<file path="src/rtl/pc_sequencer.sv">
// pc_sequencer: fetch PC generator with redirect priority, stall-deferred redirects and flush pulse.
module pc_sequencer #(
    parameter logic [31:0] RESET_PC = 32'h0000_0000
) (
    input  logic        clk,
    input  logic        reset,
    input  logic        stall,
    input  logic        imem_ready,
    input  logic        is_jump,
    input  logic [31:0] jump_target,
    input  logic        is_branch,
    input  logic        branch_taken,
    input  logic [31:0] branch_target,
    input  logic        is_jr,
    input  logic [31:0] jr_target,
    output logic [31:0] pc,
    output logic [1:0]  pc_select,
    output logic        fetch_valid,
    output logic        flush,
    output logic [15:0] redirect_count
);
    typedef enum logic [1:0] {BOOT, RUN, PEND} state_t;
    state_t      state;
    logic [1:0]  pend_sel;
    logic [31:0] pend_target;
    logic        taken;
    logic        redirect;
    logic        advance;
    logic [1:0]  run_sel;
    logic [31:0] run_target;
    logic [15:0] count_inc;
    always_comb begin
        taken      = is_branch && branch_taken;
        redirect   = is_jr || is_jump || taken;
        advance    = imem_ready && !stall;
        run_sel    = is_jr ? 2'd3 : is_jump ? 2'd0 : taken ? 2'd2 : 2'd1;
        run_target = (is_jr ? jr_target : is_jump ? jump_target : branch_target) & ~32'h3;
        pc_select  = state == RUN ? run_sel : state == PEND ? pend_sel : 2'd1;
        count_inc  = redirect_count == 16'hFFFF ? redirect_count : redirect_count + 16'd1;
    end
    always_ff @(posedge clk or posedge reset) begin
        if (reset) begin
            state          <= BOOT;
            pc             <= RESET_PC;
            flush          <= 1'b0;
            fetch_valid    <= 1'b0;
            redirect_count <= 16'd0;
            pend_sel       <= 2'd0;
            pend_target    <= 32'd0;
        end else begin
            flush <= 1'b0;
            case (state)
                BOOT: begin
                    state       <= RUN;
                    fetch_valid <= 1'b1;
                end
                RUN: begin
                    if (advance && redirect) begin
                        pc             <= run_target;
                        flush          <= 1'b1;
                        redirect_count <= count_inc;
                    end else if (advance) begin
                        pc <= pc + 32'd4;
                    end else if (redirect) begin
                        // first redirect seen while held is parked until fetch can move
                        pend_sel    <= run_sel;
                        pend_target <= run_target;
                        state       <= PEND;
                    end
                end
                PEND: begin
                    if (advance) begin
                        pc             <= pend_target;
                        flush          <= 1'b1;
                        redirect_count <= count_inc;
                        state          <= RUN;
                    end
                end
                default: state <= BOOT;
            endcase
        end
    end
endmodule

</file>
<file path="config.mk">
export PLATFORM = sky130hd
export DESIGN_NAME = pc_sequencer
export DESIGN_NICKNAME = d
export VERILOG_FILES = /design/src/rtl/pc_sequencer.sv
export SDC_FILE = /design/constraint.sdc
export NUM_CORES = 1
export LEC_CHECK = 0
export ABC_AREA = 1
export BUFFER_PORTS_ARGS = -buffer_cell sky130_fd_sc_hd__buf_2
export CAP_MARGIN = 20
export CORE_MARGIN = 1
export CORE_UTILIZATION = 30
export CTS_CLUSTER_DIAMETER = 100
export DETAILED_ROUTE_END_ITERATION = 7
export HOLD_SLACK_MARGIN = 0.12
export RECOVER_POWER = 25
export SKIP_CTS_REPAIR_TIMING = 1
export SLEW_MARGIN = 10
export SYNTH_ARGS = -nofsm -noshare
export SYNTH_HDL_FRONTEND = slang
export SYNTH_SLANG_ARGS = --single-unit
</file>
<file path="constraint.sdc">
create_clock -name clk -period 2.9 [get_ports clk]
set_input_delay 0.29 -clock clk [delete_from_list [all_inputs] [get_ports clk]]
set_output_delay 0.29 -clock clk [all_outputs]
set_load 0.02 [all_outputs]
</file>
==> results_dict.tcl <==
set metrics [dict create \
    finalNetCount 1118 \
    violations "capacitance limit, slew limit" \
    power.leakage_nw 3.48 \
    grt_setup_unrepaired "no" \
    layout-drive-gt1-share 0.186 \
    ys_warn_count 0 \
    crit_family "buffers and inverters" \
    grt_pass1_vias 5272 \
    dp.cells 1225 \
    firstDrtPassIters 5 \
    cp-end-kind "output pin" \
    syn_area_um2 5660 \
    cts_tree "done" \
    cts_buffer_depth 2 \
    place_hpwl_um 12400 \
    fp.dieArea_um2 19400 \
    path_clk_slew_ns 0.06 \
    grt_max_degree 54 \
    final_cell_mix "nand2_1, nor2_1, buf_2, dfrtp_1, o21ai_1" \
    syn_to_final_growth_pct 20.7 \
    maxSlewViolCount 36 \
    die-width_um 139 \
    globalplace.congestion 0.877 \
    fp.dieH_um 139 \
    drt_wl_total_um 17000 \
    yosys.area_share.simple 0.418 \
    n_fill_cell 1981 \
    max_stage_delay_ns 0.40 \
    synth-seq-cells 82 \
    min_path_type "input pin to register" \
    setup-tns-final_ns 0 \
    power_density_nw_per_um2 971 \
    synth_compound_area_frac 0.0950 \
    grt_antenna_before_repair 0 \
    synthAdderAreaFrac 0.0133 \
    critical_path_class "register to output pin" \
    numCtsBuffers 9 \
    syn_avg_cell_area_um2 6.42 \
    synth.area.mux_share 0 \
    peakVddDrop_mv 0.410 \
    drt_iter0_markers 290 \
    yosysSeqAreaShare 0.362 \
    syn_inst 882 \
    via_per_inst 4.68 \
    io_pins 156 \
    period_minus_slack_ns 2.20 \
    worst_pin_slew_ns 1.73 \
    worstPathArrival_ns 1.91 \
    cts-root-buf "clkbuf_16" \
    coreArea_um2 18200 \
    ant_nets 0 \
    overflow 0 \
    grt_first_pass_wirelength_um 27600 \
    wl_per_cell_um 13.7 \
    hold_viol 0 \
    start_util 0.311 \
    clock_skew_ns 0.0117 \
    fin_cells 1241 \
    critical_path_peak_fanout 36 \
    synth_top_family_by_area "simple AND/OR/NAND/NOR gates" \
    insertion_delay_ns 0.34 \
    diodes 0 \
    cp-start-kind "register" \
    worstPathCellList "inv_1 -> ha_1 -> buf_4 -> nand2_1 -> o21ai_0 -> buf_2" \
    grt_usage 0.179 \
    numPortBuffers 147 \
    routed-via-count 5805 \
    fin_util 0.375 \
    status "complete, but fails checks" \
    synth_xor_area_frac 0.0402 \
    slew_headroom -0.158 \
    synth.distinct_cells 35 \
    path_buf_inv 3 \
    clkSinkCount 82 \
    critPathSlowestCell "dfrtp_1" \
    num_rows 49 \
    final_common_cell "nand2_1" \
    post-route-period-util 0.758 \
    htreeDepth 3 \
    required_ns 2.61 \
    timing.fmax_mhz 455 \
    drc 0 \
    finalPower_mw 6.64 \
    drv_cap 1 \
    finalSetupViolCount 0 \
]
-- per-stage QoR --
| stage | instance area [um^2] | hold slack [ns] | worst slack (ns) |
|---|---|---|---|
| 2_1_floorplan | 5670 | 0.434 | 0.502 |
| 3_3_place_gp | 6550 | 0.414 | 0.859 |
| 3_5_place_dp | 6550 | 0.421 | 0.839 |
| 4_1_cts | 6850 | 0.0560 | 0.676 |
| 5_1_grt | 6830 | 0.253 | 0.547 |
| 6_report | 6830 | 0.243 | 0.702 |
-- synthesized netlist by cell type (all sizes together) --
| cell type | instances | area share |
|---|---|---|
| nand3 | 43 | 0.038 |
| and2 | 1 | 0.0011 |
| xor2 | 16 | 0.025 |
| clkbuf | 10 | 0.0066 |
| dfrtp | 82 | 0.36 |
| or2 | 1 | 0.0011 |
| a31o | 1 | 0.0015 |
| xnor2 | 10 | 0.015 |
| nor3 | 5 | 0.0044 |
| buf | 31 | 0.033 |
| o32ai | 1 | 0.0015 |
| a21oi | 26 | 0.024 |
| conb | 1 | 0.00066 |
| nand3b | 7 | 0.0093 |
| nor2 | 154 | 0.12 |
| o21ai | 70 | 0.062 |
| ha | 6 | 0.013 |
| a22o | 1 | 0.0015 |
| nand4 | 4 | 0.0044 |
| nand2 | 360 | 0.24 |
| o22ai | 1 | 0.0011 |
| nor4 | 1 | 0.0011 |
| o31ai | 2 | 0.0026 |
| inv | 47 | 0.031 |
| a31oi | 1 | 0.0011 |
-- layout make-up --
| class | count | area (um^2) | share of cell area |
|---|---|---|---|
| repair buffers | 155 | 802 | 0.117 |
| flip-flops and latches | 82 | 2050 | 0.300 |
| clock buffers | 10 | 239 | 0.0350 |
| well taps | 229 | 287 | 0.0419 |
| inverters | 47 | 178 | 0.0260 |
| multi-input cells | 713 | 3220 | 0.471 |
| clock inverters | 5 | 55.1 | 0.00806 |
-- path summary, 6_finish.rpt --
path                       slack, ns         from  cells after the start               to
hold / removal                  0.24        stall                      4            flush
max in group asynchronous       1.09        reset                      4           pc[24]
hold reg to reg                 0.47  fetch_valid                      1      fetch_valid
min in group asynchronous       0.90        reset                      3         state[0]
setup reg to reg                0.79     state[1]                      7  pend_target[20]
setup / recovery                0.70     state[0]                      6     pc_select[1]
-- registers in the layout, summed over array words and instances, names as in the netlist --
signal,cells
state,2
flush,1
fetch_valid,1
pc,30
pend_target,30
pend_sel,2
redirect_count,16
-- where the power goes --
| part | internal [mW] | total [mW] | leakage, nW | switching, mW |
|---|---|---|---|---|
| Combinational | 1.11 | 3.29 | 2.31 | 2.18 |
| Clock | 0.684 | 1.17 | 0.140 | 0.489 |
| Sequential | 1.65 | 2.17 | 1.03 | 0.520 |
| Total | 3.45 | 6.64 | 3.48 | 3.19 |
-- layer usage --
layer | global-route usage | up-vias | part of all wire
met5 | 0 | - | 0
met4 | 0.0485 | 0 | 0.0090
met3 | 0.0268 | 11 | 0.047
met2 | 0.271 | 142 | 0.44
met1 | 0.263 | 2634 | 0.51
li1 | - | 3018 | -
-- cells by family (layout without fill, tap and decap cells) --
family	after synthesis	after routing
buf+inv	88	217
compound gates	103	103
fa+ha+maj	6	6
xor+xnor	26	26
other cells	1	2
flops	82	82
simple gates	576	576
-- worst register-to-register path, stage by stage, from the launching register on --
cell	delay (ns)
dfrtp_1	0.38
inv_1	0.12
ha_1	0.27
inv_1	0.14
nor2_4	0.38
inv_2	0.43
nand2_1	0.18
o21ai_1	0.07
Power figures use the tool's default switching activity.
